--- src/rtl/game_io_conditioner.sv ---
// Board I/O front-end for a game core: clock-enable divider, key conditioning
// (sync, debounce, enable-aligned press/release events) and registered video.
module game_io_conditioner #(
    parameter int DIV            = 2,
    parameter int N_KEYS         = 4,
    parameter int DEB_CYCLES     = 4,
    parameter bit KEY_ACTIVE_LOW = 1'b0,
    parameter int RGB_W          = 3,
    parameter bit SYNC_IDLE      = 1'b0
) (
    input  logic              clk,
    input  logic              reset,
    input  logic [N_KEYS-1:0] keys_raw,
    output logic              game_ce,
    output logic [N_KEYS-1:0] keys_lvl,
    output logic [N_KEYS-1:0] keys_press,
    output logic [N_KEYS-1:0] keys_rel,
    input  logic              hsync_in,
    input  logic              vsync_in,
    input  logic [RGB_W-1:0]  rgb_in,
    output logic              hsync,
    output logic              vsync,
    output logic [RGB_W-1:0]  rgb
);

    localparam int DW = (DIV > 1) ? $clog2(DIV) : 1;
    localparam int CW = $clog2(DEB_CYCLES + 1);
    localparam logic [DW-1:0] DIV_LAST = DW'(DIV - 1);
    localparam logic [CW-1:0] DEB_LAST = CW'(DEB_CYCLES - 1);

    logic [DW-1:0] div_cnt;
    logic          ce_next;

    assign ce_next = (div_cnt == DIV_LAST);

    always_ff @(posedge clk or posedge reset) begin
        if (reset) begin
            div_cnt <= '0;
            game_ce <= 1'b0;
        end else begin
            game_ce <= ce_next;
            div_cnt <= ce_next ? '0 : div_cnt + 1'b1;
        end
    end

    logic [N_KEYS-1:0] sync1, sync2, stable, stable_next;
    logic [N_KEYS-1:0] pend_p, pend_r;
    logic [N_KEYS-1:0] accept, rise_now, fall_now;
    logic [CW-1:0]     cnt [N_KEYS];

    always_comb begin
        accept = '0;
        for (int k = 0; k < N_KEYS; k++) begin
            accept[k] = (sync2[k] != stable[k]) && (cnt[k] == DEB_LAST);
        end
    end

    assign rise_now    = accept & sync2;
    assign fall_now    = accept & ~sync2;
    assign stable_next = stable ^ accept;

    always_ff @(posedge clk or posedge reset) begin
        if (reset) begin
            sync1  <= '0;
            sync2  <= '0;
            stable <= '0;
            for (int k = 0; k < N_KEYS; k++) begin
                cnt[k] <= '0;
            end
        end else begin
            sync1  <= keys_raw ^ {N_KEYS{KEY_ACTIVE_LOW}};
            sync2  <= sync1;
            stable <= stable_next;
            // Any agreeing sample restarts the run, so short glitches are dropped
            for (int k = 0; k < N_KEYS; k++) begin
                if (sync2[k] == stable[k] || accept[k]) begin
                    cnt[k] <= '0;
                end else begin
                    cnt[k] <= cnt[k] + 1'b1;
                end
            end
        end
    end

    always_ff @(posedge clk or posedge reset) begin
        if (reset) begin
            pend_p     <= '0;
            pend_r     <= '0;
            keys_lvl   <= '0;
            keys_press <= '0;
            keys_rel   <= '0;
        end else if (ce_next) begin
            keys_press <= pend_p | rise_now;
            keys_rel   <= pend_r | fall_now;
            keys_lvl   <= stable_next;
            pend_p     <= '0;
            pend_r     <= '0;
        end else begin
            keys_press <= '0;
            keys_rel   <= '0;
            pend_p     <= pend_p | rise_now;
            pend_r     <= pend_r | fall_now;
        end
    end

    always_ff @(posedge clk or posedge reset) begin
        if (reset) begin
            hsync <= SYNC_IDLE;
            vsync <= SYNC_IDLE;
            rgb   <= '0;
        end else begin
            hsync <= hsync_in;
            vsync <= vsync_in;
            rgb   <= rgb_in;
        end
    end

endmodule
--- config.mk ---
export PLATFORM = sky130hd
export DESIGN_NAME = game_io_conditioner
export DESIGN_NICKNAME = d
export VERILOG_FILES = /design/src/rtl/game_io_conditioner.sv
export SDC_FILE = /design/constraint.sdc
export NUM_CORES = 1
export LEC_CHECK = 0
export CAP_MARGIN = 20
export CORE_UTILIZATION = 51
export DETAILED_ROUTE_END_ITERATION = 8
export GPL_ROUTABILITY_DRIVEN = 0
export GPL_TIMING_DRIVEN = 0
export PLACE_DENSITY = 0.87
export RECOVER_POWER = 100
export SLEW_MARGIN = 20
export SYNTH_ARGS = -nofsm -noshare
export SYNTH_HDL_FRONTEND = slang
export SYNTH_SLANG_ARGS = --single-unit
export TNS_END_PERCENT = 5
--- constraint.sdc ---
create_clock -name clk -period 2.35 [get_ports clk]
set_input_delay 0.705 -clock clk [delete_from_list [all_inputs] [get_ports clk]]
set_output_delay 0.705 -clock clk [all_outputs]
set_load 0.01 [all_outputs]
; ---- Yosys cells after proc, flatten, opt, wreduce, memory -nomap -nowiden
; Index checks and enable logic that the tools add are counted.
[op_classes]
n_addsub = 5
n_eq_ne = 12
muxes = 9
n_bitwise = 6
n_reduce_logical = 8
[ops]
columns = op, n
row1 = 4-bit 2-to-1 mux, 4
row2 = "3-bit by 1-bit adder with 3-bit output, second input constant", 4
row3 = "3-bit by 2-bit equality test with 1-bit output, second input constant", 4
row4 = 3-bit 2-to-1 mux, 4
row5 = 4-bit bitwise AND, 2
row6 = 4-bit bitwise OR, 2
row7 = 1-bit equality test, 4
row8 = 1-bit logical AND, 4
row9 = 1-bit logical OR, 4
row10 = 1-bit inequality test, 4
row11 = 4-bit NOT, 1
row12 = 4-bit bitwise XOR, 1
row13 = "1-bit adder, second input constant", 1
row14 = 1-bit 2-to-1 mux, 1
[totals]
register_bits = 51
input_bits = 11
out_inout_bits = 18
wordCells = 57

; ---- Logic depth before layout (Yosys ltp)
[depth]
ltp_word = 5
ltp_mapped = 4
ltp_nobuf = 4

; ---- Worst setup path after synthesis
; Ideal clock, no wire load.
[synth_path]
path_type = reg2reg
startpoint = reg cnt[6] (netlist name)
endpoint = reg keys_lvl[1]
setup_time_ns = 0.125
arrival_time_ns = 1.343
required_ns = 2.225
setup_slack_ns = 0.882
path_stages_with_launch = 5
path_buffers = 0
synth_period_minus_slack_ns = 1.468
cell_sequence = dfrtp_1 ha_1 ha_1 mux2_4 mux2_2
[synth_via]
elab_chain_len = 3
[synth_lines]
columns = element, line
row1 = from (decl), 49  ; logic [CW-1:0] cnt [N_KEYS];
row2 = "from (signal, indexed assignment)", 79  ; cnt[k] <= cnt[k] + 1'b1;
row3 = 3-bit by 2-bit equality test with 1-bit output, 54  ; accept[k] = (sync2[k] != stable[k]) && (cnt[k] == DEB_LAST);
row4 = 1-bit logical AND, 54
row5 = 4-bit bitwise XOR, 60  ; assign stable_next = stable ^ accept;
row6 = via stable_next[1], 46  ; logic [N_KEYS-1:0] sync1, sync2, stable, stable_next;
row7 = to (signal assigned), 95  ; keys_lvl <= stable_next;
row8 = to (decl), 15  ; output logic [N_KEYS-1:0] keys_lvl,
; The timed path passes the listed nets, and every way through them passes these cells.
; A chain may end at the register's enable or synchronous reset.

; ---- Worst setup path after layout
[layout_path]
startpoint = reg keys_lvl[3]
endpoint = out keys_lvl[3]
; No word-level cell between the ends.

==> flow_summary.rst <==
.. list-table::
   :header-rows: 1

   * - Metric
     - Value
   * - Internal power contribution
     - between 0.001 and 0.0015 W
   * - Pre-Repair DR Iteration Count
     - 4
   * - Drt via density
     - 4.94
   * - DRC errors left
     - 0
   * - Global-route wire length before repair
     - 4530 µm
   * - Max incr delay on CP
     - about 600 ps
   * - Max VDD drop
     - around 0.53 mV
   * - Crit path max-delay cell type
     - sky130_fd_sc_hd__dlygate4sd3_1
   * - Power Density
     - ~890 mW/mm²
   * - Sink Count
     - just over 50
   * - Synth cell count leaders
     - sky130_fd_sc_hd__dfrtp_1, sky130_fd_sc_hd__a21oi_1, sky130_fd_sc_hd__inv_1
   * - Portion of total power attributed to combinational logic
     - between 20% and 30%
   * - Static Leak
     - about 1 nW
   * - Share of the clock period used by the worst path
     - between 80% and 90%
   * - Met1 routed wirelength after detailed routing
     - about 1100 µm
   * - Power after layout
     - between 0.0015 and 0.002 W
   * - Number of setup buffers added after CTS
     - 0
   * - Gate count after technology mapping
     - approximately 120
   * - # Max-Cap Violations
     - 0
   * - Area of the die
     - 0.00374 mm²
   * - Sum of routed wire length over all layers
     - ~2700 µm
   * - Category of the most critical setup path
     - flop to primary output
   * - Number of buffers inserted by hold repair at cts
     - 0
   * - # resized after CTS
     - 0
   * - Max Fclk
     - ~480 MHz
   * - Number of register bits inferred by synthesis
     - between 50 and 60
   * - Site row count
     - 21
   * - Summed instance area of the synthesized netlist
     - between 0.0015 and 0.002 mm²
   * - Overall die height
     - just over 60 µm
   * - Headroom to the max-slew limit
     - around 40%
   * - Top-level port count
     - 29
   * - Number of DRC markers in iteration 0
     - 29
   * - Filler cell count in the final layout
     - 261
   * - Synthesized net count
     - 141
   * - WP data arrival
     - 1380 ps
   * - Number of unique standard cell types used by synthesis
     - 12
   * - Antenna cell count
     - 0
   * - Average wire per standard cell
     - 13.4 µm
   * - Overall overflow remaining after global route
     - 0
   * - Slew @ Worst Pin
     - about 890 ps
   * - Net switching power figure
     - roughly 0.00054 W
   * - Cell-by-cell listing of the critical path
     - dlygate4sd3_1
   * - FF-to-FF setup slack
     - about 740 ps
   * - Buf/Inv on CP
     - 1
   * - Max Buffers Root-to-Sink
     - 2
   * - Clock slew at the register clock pins of the worst setup and hold paths
     - around 140 ps
   * - Vias
     - 1,013
   * - Met2 routed WL
     - around 1400 µm
   * - Avg Synthesized Cell Area
     - about 15 µm²
   * - Clock skew after layout
     - between 15 and 20 ps
   * - Placeable core region
     - approximately 0.0033 mm²
   * - Worst-case hold slack
     - 366 ps
   * - CTS Buf Count
     - 5
   * - Detail Route met3 WL
     - slightly below 200 µm
   * - Count of input and output buffers
     - 28
   * - Clock tree from TritonCTS
     - yes
   * - Instance area after placement
     - 0.00214 mm²
   * - Asr flop ratio synth
     - 100%
   * - Required time worst endpoint
     - ~1600 ps
   * - Synthesis Warnings
     - 0
   * - Max-slew violation count
     - 0
   * - Switch share
     - roughly 28%
   * - Area share of the leading cell type in the synthesized netlist
     - approximately 72%
   * - Summed area of non-filler cells in the final layout
     - approximately 0.0022 mm²
   * - HPWL after detailed placement
     - between 1500 and 2000 µm
   * - Total setup violations reported at the end of the flow
     - 0
   * - GRT Total Usage
     - 18.1%
   * - Antenna violations before repair
     - 0
   * - Maximum fanout count along the critical path
     - 2
   * - Primary FF master, synth
     - sky130_fd_sc_hd__dfrtp_1
   * - Critical Path Start Type
     - flop
   * - Cell type with the highest aggregate area in the netlist
     - sky130_fd_sc_hd__dfrtp_1
   * - Die width
     - 61.1 µm
   * - Kind of capture point of the worst setup path
     - primary output
   * - Number of flops mapped to enable cells by yosys
     - 0
   * - Initial cell density of the core
     - between 50% and 60%
   * - RSZ-0062 raised after global routing
     - no
   * - Buffer type at the clock tree root
     - sky130_fd_sc_hd__clkbuf_4
   * - Worst min-delay path class
     - flop to flop
   * - Result of the run
     - finished, final reports clean
   * - Fraction of layout instances using a drive strength above 1
     - 6.92%
   * - Number of global-route vias before repair
     - 1,040
   * - CTS HTree Levels
     - 2
   * - Main area contributors after synthesis
     - sky130_fd_sc_hd__dfrtp_1, sky130_fd_sc_hd__ha_1, sky130_fd_sc_hd__a21oi_1
   * - Final net count
     - 177
   * - Part of the Yosys area used for sequential elements
     - 71.5%
   * - Cell with the most instances after synthesis
     - sky130_fd_sc_hd__dfrtp_1
   * - Relative contribution of the clock network to total power
     - 19.1%
   * - Number of hold-slack violations in the final timing report
     - 0
   * - Shortest clock period the worst path allows after layout
     - roughly 2100 ps
   * - Relative area change from synthesis to final layout
     - 21.9%
   * - Number of nets still failing antenna checks after routing
     - 0
   * - Part of the power in registers
     - 58.5%
   * - Cell family with most CP delay
     - buffers and inverters
   * - Maximum number of pins on one net before global-route repair
     - 30
   * - Uppermost signal routing layer after detailed routing
     - met4
   * - Worst-Skew Late Latency
     - roughly 370 ps
[power groups by stage]
stage	Combinational (W)	Clock (W)	Sequential, W
6_report	0.000433	0.000369	0.00113
5_1_grt	0.000487	0.000422	0.00115
4_1_cts	0.000492	0.000387	0.00114
3_5_place_dp	0.000487	0	0.00115
3_3_place_gp	0.000453	0	0.00114
2_1_floorplan	0.000310	0	0.00115
[flip-flops by register name, summed over array words and instances, names as in the netlist]
register    flops
cnt            12
keys_lvl        4
keys_press      4
keys_rel        4
pend_p          4
pend_r          4
stable          4
sync1           4
sync2           4
rgb             3
ce_next         1
game_ce         1
hsync           1
vsync           1
[per-stage QoR]
step / setup TNS [ps] / utilization [%] / instances / setup slack, ps
6_report: 0 / 65.2 / 205 / 261
5_1_grt: 0 / 65.2 / 205 / 215
4_1_cts: 0 / 65.7 / 205 / 339
3_5_place_dp: 0 / 64.2 / 197 / 739
3_3_place_gp: -15900 / 63.6 / 196 / -313
2_1_floorplan: 0 / - / 122 / 415
[routing by layer]
metal,track usage [%],vias to the layer above
met1,20.0,493
met5,0,-
met3,5.67,7
li1,-,479
met2,29.3,34
met4,13.6,0
[cells by family after synthesis]
logic type,Yosys count,synth area share [%]
xor gates and xnor gates,4,1.96
adders and majority gates,8,5.61
buffers and inverters,15,3.23
muxes,8,5.89
AOI/OAI and AO/OA,16,4.49
and+or+nand+nor,20,7.29
DFF,51,71.5
[area by class of cell]
| cell class | instances | area, µm² | share of cell area, % |
|---|---|---|---|
| inverter | 14 | 52.6 | 2.42 |
| timing repair buffer | 29 | 300 | 13.8 |
| multi-input combinational | 56 | 435 | 20.0 |
| clock buffer | 7 | 45.0 | 2.07 |
| tap | 46 | 57.6 | 2.65 |
| clock inverter | 1 | 5.00 | 0.230 |
| buffer | 1 | 3.75 | 0.173 |
| sequential | 51 | 1280 | 58.7 |
[cells in the final DEF (no fill, tap or decap)]
cell type,n
sky130_fd_sc_hd__nor3b_1,4
sky130_fd_sc_hd__buf_12,1
sky130_fd_sc_hd__clkbuf_1,3
sky130_fd_sc_hd__mux2_1,4
sky130_fd_sc_hd__dlygate4sd3_1,28
sky130_fd_sc_hd__ha_1,8
sky130_fd_sc_hd__dfrtp_1,51
sky130_fd_sc_hd__clkinv_2,1
sky130_fd_sc_hd__xnor2_1,4
sky130_fd_sc_hd__clkbuf_4,5
sky130_fd_sc_hd__nor3_1,8
sky130_fd_sc_hd__inv_1,14
sky130_fd_sc_hd__a21oi_1,16
sky130_fd_sc_hd__mux2_2,4
sky130_fd_sc_hd__nand3b_1,8
[final timing paths]
kind / from / to / cells after the start
max: keys_lvl[3]$_DFFE_PP0P_ / keys_lvl[3] / 1
min: sync1[1]$_DFF_PP0_ / sync2[1]$_DFF_PP0_ / 0
max reg2reg: cnt[6]$_DFF_PP0_ / keys_lvl[1]$_DFFE_PP0P_ / 4
min reg2reg: sync1[1]$_DFF_PP0_ / sync2[1]$_DFF_PP0_ / 0
max in group asynchronous: reset / ce_next$_DFF_PP0_ / 3
min in group asynchronous: reset / sync1[2]$_DFF_PP0_ / 2
Note: power is estimated with default switching activity, not from simulation.
